--- config.mk ---
export PLATFORM = sky130hd
export DESIGN_NAME = multicycle_controller
export DESIGN_NICKNAME = d
export VERILOG_FILES = /design/src/rtl/ctrl_pkg.sv /design/src/rtl/mmio_decoder.sv /design/src/rtl/multicycle_controller.sv
export SDC_FILE = /design/constraint.sdc
export NUM_CORES = 1
export LEC_CHECK = 0
export BUFFER_PORTS_ARGS = -buffer_cell sky130_fd_sc_hd__clkbuf_2
export CAP_MARGIN = 10
export CELL_PAD_IN_SITES_DETAIL_PLACEMENT = 0
export CELL_PAD_IN_SITES_GLOBAL_PLACEMENT = 1
export CORE_MARGIN = 4
export CORE_UTILIZATION = 26
export CTS_CLUSTER_DIAMETER = 60
export DETAILED_ROUTE_END_ITERATION = 12
export PLACE_DENSITY_LB_ADDON = 0.05
export REMOVE_ABC_BUFFERS = 1
export SLEW_MARGIN = 30
export SYNTH_ARGS = -nofsm -noshare
export SYNTH_HDL_FRONTEND = slang
export SYNTH_SLANG_ARGS = --single-unit
--- constraint.sdc ---
create_clock -name clk -period 2 [get_ports clk]
set_input_delay 0.4 -clock clk [delete_from_list [all_inputs] [get_ports clk]]
set_output_delay 0.4 -clock clk [all_outputs]
set_load 0.01 [all_outputs]
--- src/rtl/ctrl_pkg.sv ---
// ctrl_pkg: opcode constants, FSM state encoding, ALU-op codes and the
// instruction classifier shared by the multicycle controller files.
package ctrl_pkg;

    localparam logic [6:0] OP_R      = 7'b0110011;
    localparam logic [6:0] OP_IALU   = 7'b0010011;
    localparam logic [6:0] OP_LOAD   = 7'b0000011;
    localparam logic [6:0] OP_STORE  = 7'b0100011;
    localparam logic [6:0] OP_BRANCH = 7'b1100011;
    localparam logic [6:0] OP_JAL    = 7'b1101111;
    localparam logic [6:0] OP_JALR   = 7'b1100111;
    localparam logic [6:0] OP_LUI    = 7'b0110111;
    localparam logic [6:0] OP_AUIPC  = 7'b0010111;

    // Only word-sized loads and stores are supported.
    localparam logic [2:0] F3_WORD   = 3'b010;

    localparam logic [1:0] ALU_ADD   = 2'b00;
    localparam logic [1:0] ALU_CMP   = 2'b01;
    localparam logic [1:0] ALU_FUNCT = 2'b10;
    localparam logic [1:0] ALU_PASS  = 2'b11;

    typedef enum logic [2:0] {
        ST_FETCH  = 3'd0,
        ST_DECODE = 3'd1,
        ST_EXEC   = 3'd2,
        ST_MEM    = 3'd3,
        ST_WB     = 3'd4,
        ST_TRAP   = 3'd5
    } state_e;

    typedef enum logic [3:0] {
        CL_ILLEGAL = 4'd0,
        CL_R       = 4'd1,
        CL_IALU    = 4'd2,
        CL_LOAD    = 4'd3,
        CL_STORE   = 4'd4,
        CL_BRANCH  = 4'd5,
        CL_JAL     = 4'd6,
        CL_JALR    = 4'd7,
        CL_UPPER   = 4'd8
    } inst_class_e;

    // Map an instruction word onto the class that drives routing and controls.
    // upper_en makes LUI/AUIPC legal; otherwise they classify as illegal.
    function automatic inst_class_e classify(input logic [31:0] inst_v, input logic upper_en);
        inst_class_e cls_v;
        cls_v = CL_ILLEGAL;
        case (inst_v[6:0])
            OP_R:            cls_v = CL_R;
            OP_IALU:         cls_v = CL_IALU;
            OP_LOAD:         cls_v = (inst_v[14:12] == F3_WORD) ? CL_LOAD  : CL_ILLEGAL;
            OP_STORE:        cls_v = (inst_v[14:12] == F3_WORD) ? CL_STORE : CL_ILLEGAL;
            OP_BRANCH:       cls_v = CL_BRANCH;
            OP_JAL:          cls_v = CL_JAL;
            OP_JALR:         cls_v = CL_JALR;
            OP_LUI, OP_AUIPC: cls_v = upper_en ? CL_UPPER : CL_ILLEGAL;
            default:         cls_v = CL_ILLEGAL;
        endcase
        return cls_v;
    endfunction

endpackage

--- src/rtl/mmio_decoder.sv ---
// mmio_decoder: flags an address that falls inside the MMIO window
// IO_BASE .. IO_BASE + 2**IO_ADDR_BITS - 1.
module mmio_decoder #(
    parameter logic [31:0] IO_BASE      = 32'hFFFF_FC00,
    parameter int          IO_ADDR_BITS = 10
) (
    input  logic [31:0] addr,
    output logic        hit
);

    // Offset bits inside the window take no part in the match.
    logic unused_offset_s;
    assign unused_offset_s = ^addr[IO_ADDR_BITS-1:0];

    assign hit = (addr[31:IO_ADDR_BITS] == IO_BASE[31:IO_ADDR_BITS]);

endmodule

--- src/rtl/multicycle_controller.sv ---
// multicycle_controller: FETCH/DECODE/EXEC/MEM/WB/TRAP control FSM for a
// multicycle RV32 subset datapath with memory-latency and MMIO handshake
// support. Optional feature macro: LUI_AUIPC_EN (LUI/AUIPC legal, pass-immediate).
module multicycle_controller
    import ctrl_pkg::*;
#(
    parameter logic [31:0] IO_BASE      = 32'hFFFF_FC00,
    parameter int          IO_ADDR_BITS = 10,
    parameter int          MEM_LAT      = 1,
    parameter int          IO_TIMEOUT   = 255
) (
    input  logic        clk,
    input  logic        rst_n,
    input  logic [31:0] inst,
    input  logic [31:0] alu_result,
    input  logic        br_taken,
    input  logic        io_ready,
    output logic        pc_write,
    output logic        ir_write,
    output logic        reg_write,
    output logic        mem_read,
    output logic        mem_write,
    output logic        io_read,
    output logic        io_write,
    output logic        mem_or_io_to_reg,
    output logic        alu_src,
    output logic        branch,
    output logic        jump,
    output logic [1:0]  alu_op,
    output logic [2:0]  branch_type,
    output logic [2:0]  state,
    output logic        trap,
    output logic        io_err
);

`ifdef LUI_AUIPC_EN
    localparam logic UPPER_EN = 1'b1;
`else
    localparam logic UPPER_EN = 1'b0;
`endif

    // One counter serves both memory latency and IO timeout; it is wide
    // enough to reach the larger limit without wrapping.
    localparam int WAIT_MAX = (MEM_LAT > IO_TIMEOUT) ? MEM_LAT : IO_TIMEOUT;
    localparam int CNT_W    = $clog2(WAIT_MAX + 1);
    localparam logic [CNT_W-1:0] CNT_ZERO = {CNT_W{1'b0}};
    localparam logic [CNT_W-1:0] CNT_ONE  = CNT_W'(1);
    localparam logic [CNT_W-1:0] MEM_LAST = CNT_W'(MEM_LAT - 1);
    localparam logic [CNT_W-1:0] IO_LAST  = CNT_W'(IO_TIMEOUT - 1);

    state_e            state_r;
    state_e            state_next_s;
    logic [CNT_W-1:0]  cnt_r;
    logic [CNT_W-1:0]  cnt_next_s;
    logic              io_hit_r;
    logic              io_hit_next_s;
    logic              trap_r;
    logic              io_err_r;
    logic              set_trap_s;
    logic              set_io_err_s;

    inst_class_e       cls_s;
    logic              hit_s;
    logic              is_load_s;
    logic              is_store_s;
    logic              lat_last_s;
    logic              io_last_s;
    logic              mem_exit_s;
    logic              alu_src_s;
    logic [1:0]        alu_op_s;

    mmio_decoder #(
        .IO_BASE      (IO_BASE),
        .IO_ADDR_BITS (IO_ADDR_BITS)
    ) u_mmio_decoder (
        .addr (alu_result),
        .hit  (hit_s)
    );

    assign cls_s      = classify(inst, UPPER_EN);
    assign is_load_s  = (cls_s == CL_LOAD);
    assign is_store_s = (cls_s == CL_STORE);
    assign lat_last_s = (cnt_r == MEM_LAST);
    assign io_last_s  = (cnt_r == IO_LAST);
    // io_ready on the final timeout cycle still counts as a completed access.
    assign mem_exit_s = io_hit_r ? (io_ready || io_last_s) : lat_last_s;

    assign state  = state_r;
    assign trap   = trap_r;
    assign io_err = io_err_r;

    // Next-state, wait-counter and error-flag set logic
    always_comb begin
        state_next_s  = state_r;
        cnt_next_s    = cnt_r;
        io_hit_next_s = io_hit_r;
        set_trap_s    = 1'b0;
        set_io_err_s  = 1'b0;
        case (state_r)
            ST_FETCH: begin
                if (lat_last_s) begin
                    state_next_s = ST_DECODE;
                    cnt_next_s   = CNT_ZERO;
                end else begin
                    cnt_next_s   = cnt_r + CNT_ONE;
                end
            end
            ST_DECODE: begin
                if (cls_s == CL_ILLEGAL) begin
                    state_next_s = ST_TRAP;
                    set_trap_s   = 1'b1;
                end else begin
                    state_next_s = ST_EXEC;
                end
            end
            ST_EXEC: begin
                io_hit_next_s = hit_s;
                case (cls_s)
                    CL_LOAD, CL_STORE: state_next_s = ST_MEM;
                    CL_BRANCH:         state_next_s = ST_FETCH;
                    default:           state_next_s = ST_WB;
                endcase
            end
            ST_MEM: begin
                if (mem_exit_s) begin
                    state_next_s = is_load_s ? ST_WB : ST_FETCH;
                    cnt_next_s   = CNT_ZERO;
                    set_io_err_s = io_hit_r && !io_ready;
                end else begin
                    cnt_next_s   = cnt_r + CNT_ONE;
                end
            end
            ST_WB: begin
                state_next_s = ST_FETCH;
            end
            ST_TRAP: begin
                state_next_s = ST_TRAP;
            end
            default: begin
                state_next_s = ST_FETCH;
                cnt_next_s   = CNT_ZERO;
            end
        endcase
    end

    // ALU operand and operation select for the current instruction class
    always_comb begin
        alu_src_s = 1'b0;
        alu_op_s  = ALU_ADD;
        case (cls_s)
            CL_R:      alu_op_s  = ALU_FUNCT;
            CL_BRANCH: alu_op_s  = ALU_CMP;
            CL_IALU, CL_LOAD, CL_STORE, CL_JALR: alu_src_s = 1'b1;
            CL_UPPER: begin
                alu_src_s = 1'b1;
                alu_op_s  = ALU_PASS;
            end
            default: begin
                alu_src_s = 1'b0;
                alu_op_s  = ALU_ADD;
            end
        endcase
    end

    // Strobe and control decode; everything defaults low so nothing leaks
    // outside the state that owns it
    always_comb begin
        pc_write         = 1'b0;
        ir_write         = 1'b0;
        reg_write        = 1'b0;
        mem_read         = 1'b0;
        mem_write        = 1'b0;
        io_read          = 1'b0;
        io_write         = 1'b0;
        mem_or_io_to_reg = 1'b0;
        alu_src          = 1'b0;
        branch           = 1'b0;
        jump             = 1'b0;
        alu_op           = ALU_ADD;
        branch_type      = 3'b000;
        case (state_r)
            ST_FETCH: begin
                // rst_n gating keeps ir_write quiet while reset is held when MEM_LAT is 1.
                ir_write = lat_last_s && rst_n;
            end
            ST_DECODE: begin
                branch_type = (cls_s == CL_BRANCH) ? inst[14:12] : 3'b000;
            end
            ST_EXEC: begin
                alu_src     = alu_src_s;
                alu_op      = alu_op_s;
                branch      = (cls_s == CL_BRANCH);
                pc_write    = (cls_s == CL_BRANCH) && br_taken;
                jump        = (cls_s == CL_JAL) || (cls_s == CL_JALR);
                branch_type = (cls_s == CL_BRANCH) ? inst[14:12] : 3'b000;
            end
            ST_MEM: begin
                alu_src = alu_src_s;
                alu_op  = alu_op_s;
                if (io_hit_r) begin
                    io_read  = is_load_s;
                    io_write = is_store_s;
                end else begin
                    mem_read  = is_load_s;
                    mem_write = is_store_s;
                end
                pc_write = is_store_s && mem_exit_s;
            end
            ST_WB: begin
                alu_src   = alu_src_s;
                alu_op    = alu_op_s;
                reg_write = 1'b1;
                pc_write  = 1'b1;
                // A timed-out IO load still selects the IO read path; the
                // datapath read latch saw no io_ready and holds zero.
                mem_or_io_to_reg = is_load_s;
            end
            ST_TRAP: begin
                pc_write = 1'b0;
            end
            default: begin
                pc_write = 1'b0;
            end
        endcase
    end

    // FSM state, wait counter and MMIO hit latched in EXEC
    always_ff @(posedge clk or negedge rst_n) begin
        if (!rst_n) begin
            state_r  <= ST_FETCH;
            cnt_r    <= CNT_ZERO;
            io_hit_r <= 1'b0;
        end else begin
            state_r  <= state_next_s;
            cnt_r    <= cnt_next_s;
            io_hit_r <= io_hit_next_s;
        end
    end

    // Sticky trap and IO-error flags, cleared only by reset
    always_ff @(posedge clk or negedge rst_n) begin
        if (!rst_n) begin
            trap_r   <= 1'b0;
            io_err_r <= 1'b0;
        end else begin
            trap_r   <= trap_r | set_trap_s;
            io_err_r <= io_err_r | set_io_err_s;
        end
    end

endmodule

==> implementation parameters <==
Parameter                              Value

Status
  Result of the run ... finished, violations left
  Violated checks ... setup timing

Critical path
  Timing startpoint of the critical path ... inst[6]
  Crit Reg-Reg Startpoint ... cnt_r[0]$_DFFE_PN0N_
  Reg2Reg Setup Slack ... 140 ps
  Worst Path Class, Setup ... in -> out
  Worst r2r path cells ... 8
  Worst Path Required ... 1600 ps
  WP data arrival ... 1800 ps
  Critical path startpoint category ... primary input
  Crit end category ... output pin
  Largest driver fanout on the critical path ... 5
  Critical Path End ... pc_write
  Worst flop-to-flop path endpoint ... cnt_r[2]$_DFFE_PN0N_

Yosys
  Mapped cell area ... 1170 µm²
  EDFF count, synth ... 0
  Post-synthesis area per instance ... 7.697 µm²
  Cell variety after synth ... 39
  Biggest area consumer among synthesized cells ... sky130_fd_sc_hd__dfrtp_1
  Top-area cell type share of the netlist area ... 29.95%
  Synthesis Warnings ... 0
  Cell with the most instances after synthesis ... sky130_fd_sc_hd__nor2_1
  Main synth FF type ... sky130_fd_sc_hd__dfrtp_1
  Leading post-synthesis cells by instance count ... sky130_fd_sc_hd__nor2_1, sky130_fd_sc_hd__dfrtp_1, sky130_fd_sc_hd__nand2_1
  Seq cells post-synth ... 14
  Gate count after technology mapping ... 152
  Sequential area share after synthesis ... 29.95%
  Largest cells by area after synthesis ... sky130_fd_sc_hd__dfrtp_1, sky130_fd_sc_hd__nor2_1, sky130_fd_sc_hd__o21ai_0
  Ys async rst share ... 100.0%

Detailed routing
  Number of optimization iterations in the first detailed-route pass ... 4
  Routed wirelength normalized by instance count ... 13.33 µm
  Via count ... 1516
  Drt initial violations ... 62
  Wire length reported by the detailed router ... 4000 µm
  Number of vias per cell ... 5.053
  Drt drc ... 0
  Routed Antenna Nets ... 0

STA
  Smallest setup slack after layout ... -201.6 ps
  Count of final hold-check violations ... 0
  Worst slew margin relative to its limit ... 77.12%
  Final setup vio count ... 7
  Min Tclk post-route ... 2202 ps
  Fmax ... 454.2 MHz
  Period utilization ... 110.1%
  RSZ-0062 raised after global routing ... yes
  Actual slew at the worst max-slew pin ... 343.3 ps
  Final Skew ... 6.827 ps
  Count of final max-slew check failures ... 0

Global routing
  Pin count of the biggest net entering global routing ... 15
  Number of antenna violations at the first check in global routing ... 0
  Busiest layer in global routing ... met2
  Met2 routing resource usage after global routing ... 24.76%
  Overall track demand over capacity in global routing ... 15.36%
  Fraction of met1 tracks used by global routing ... 21.01%
  Aggregate global routing overflow ... 0
  Number of global-route vias before repair ... 1458
  Wire length of the first global-routing pass ... 6734 µm
  Grt met3 use ... 4.005%

Finish
  Area of the multi-input gates ... 845.8 µm²
  Layout-stage area growth over the synthesis result ... 65.56%
  Number of antenna repair diodes ... 0
  Filler-free cell count of the finished design ... 300
  Share of final-layout standard cells stronger than drive strength 1 ... 45.97%
  Storage element area ... 351.6 µm²
  Fill count ... 440
  Final cell utilization of the core ... 44.48%
  Final #Nets ... 320

Pwr
  Leak ... 0.0009522 µW
  Pwr/cell area ... 512.7 nW/µm²
  Worst vdd ir ... 0.4506 mV

Placed design
  Number of buffers added on ports ... 56
  Worst-case setup slack after placement ... -193.1 ps
  DP Wirelength ... 3174 µm
  Global placer's final weighted congestion ... 0.7901
  Number of placed instances with taps included ... 285

Floorplan
  I/O pin total ... 89
  Site Rows ... 24
  Die extent in y ... 75.08 µm
  Std-Cell Core Area ... 4354 µm²
  Horizontal die dimension ... 75.08 µm
  Initial core utilization ... 26.87%
  Total Die Area ... 5637 µm²

Clock network
  Number of hold-repair buffers added at the cts stage ... 0
  Clock Path Buffers ... 2
  TritonCTS clock tree ... done
  Cell at the root of the clock tree ... sky130_fd_sc_hd__clkbuf_8
  Cts bufs inserted ... 3
  H-tree depth ... 1
  Clock sink count ... 14
  Skew-Pair Late Insertion Delay ... 250 ps
  Clock slew at the register clock pins of the worst setup and hold paths ... 70 ps

Min path
  Type of the tightest min-delay check ... in -> async

Flow run
  MaxCap Viol Count ... 0
[worst min path at each step]
stage | cells after the start | endpoint | slack (ps)
final | 2 | state[1]$_DFFE_PN0P_ | 100
after global routing | 2 | trap$_DFF_PN0_ | 120
after CTS | 2 | trap$_DFF_PN0_ | 100
after detailed placement | 2 | trap$_DFF_PN0_ | 380
after global placement | 2 | trap$_DFF_PN0_ | 370
after floorplan | 0 | cnt_r[0]$_DFFE_PN0N_ | 100
[area by class of cell]
cell class,count,area share (%)
inverters,7,1.357
repair buffers,95,30.62
clock buffers,4,2.842
multi-input cells,128,43.67
well taps,52,3.359
flip-flops and latches,14,18.15
[metrics by stage]
stage | setup TNS [ps] | total power, µW | hold WS [ps] | instance area (µm²)
after floorplan | 0 | 498.8 | 104.4 | 1159
final | -1033 | 993.0 | 95.60 | 1937
after CTS | -1069 | 976.0 | 104.4 | 1854
after global placement | -1805 | 667.6 | 368.3 | 1714
after detailed placement | -1406 | 671.6 | 377.3 | 1714
after global routing | -1607 | 1069 | 123.7 | 1937
[critical path: stages]
cell                      delay, ps
sky130_fd_sc_hd__buf_6           90
sky130_fd_sc_hd__or4_4          540
sky130_fd_sc_hd__nor3_4         210
sky130_fd_sc_hd__buf_6          130
sky130_fd_sc_hd__and3_4         170
sky130_fd_sc_hd__a221o_1        130
sky130_fd_sc_hd__buf_2          120
[per-layer routing]
layer  wire length (µm)  up-vias
met3                336        2
met5                  0        -
met1               1829      699
met2               1818       57
met4                 15        0
li1                   -      758
[where the power goes]
part	switching (µW)	internal, µW
Combinational	188	183
Clock	108	175
Sequential	33.4	305
Total	330	663
[placed cells by master, fill, tap and decap left out, types with 3 or more instances in the layout]
cell type / Yosys / layout
sky130_fd_sc_hd__and2_1: 6 / 5
sky130_fd_sc_hd__buf_2: 0 / 8
sky130_fd_sc_hd__buf_4: 0 / 37
sky130_fd_sc_hd__buf_6: 0 / 4
sky130_fd_sc_hd__clkbuf_2: 0 / 46
sky130_fd_sc_hd__clkbuf_8: 0 / 4
sky130_fd_sc_hd__dfrtp_1: 14 / 13
sky130_fd_sc_hd__ha_1: 3 / 3
sky130_fd_sc_hd__inv_1: 7 / 7
sky130_fd_sc_hd__nand2_1: 14 / 13
sky130_fd_sc_hd__nand2b_1: 4 / 4
sky130_fd_sc_hd__nand3_1: 10 / 9
sky130_fd_sc_hd__nand3b_1: 5 / 5
sky130_fd_sc_hd__nand4_1: 8 / 8
sky130_fd_sc_hd__nor2_1: 18 / 16
sky130_fd_sc_hd__nor2b_1: 4 / 4
sky130_fd_sc_hd__o211ai_1: 4 / 4
sky130_fd_sc_hd__o21ai_0: 13 / 8
sky130_fd_sc_hd__o21ai_1: 0 / 5
[state kept, by name, summed over array words and instances (netlist names)]
name / cells
cnt_r: 8
trap: 1
io_err: 1
io_hit_r: 1
state: 3
[cell families after synthesis]
family	count (synthesis)	share of synthesized area (%)
compound gates	35	20.32
xor+xnor	1	0.7488
fa+ha+maj	3	3.209
buf+inv	10	3.209
flops	14	29.95
mux	2	1.711
simple gates	87	40.86
[timing repair]
item,in CTS,in global routing
pin swaps,4,10
buffers inserted,4,7
resized for setup,12,21
setup endpoints to repair,13,22
Note: power is estimated with default switching activity, not from simulation.
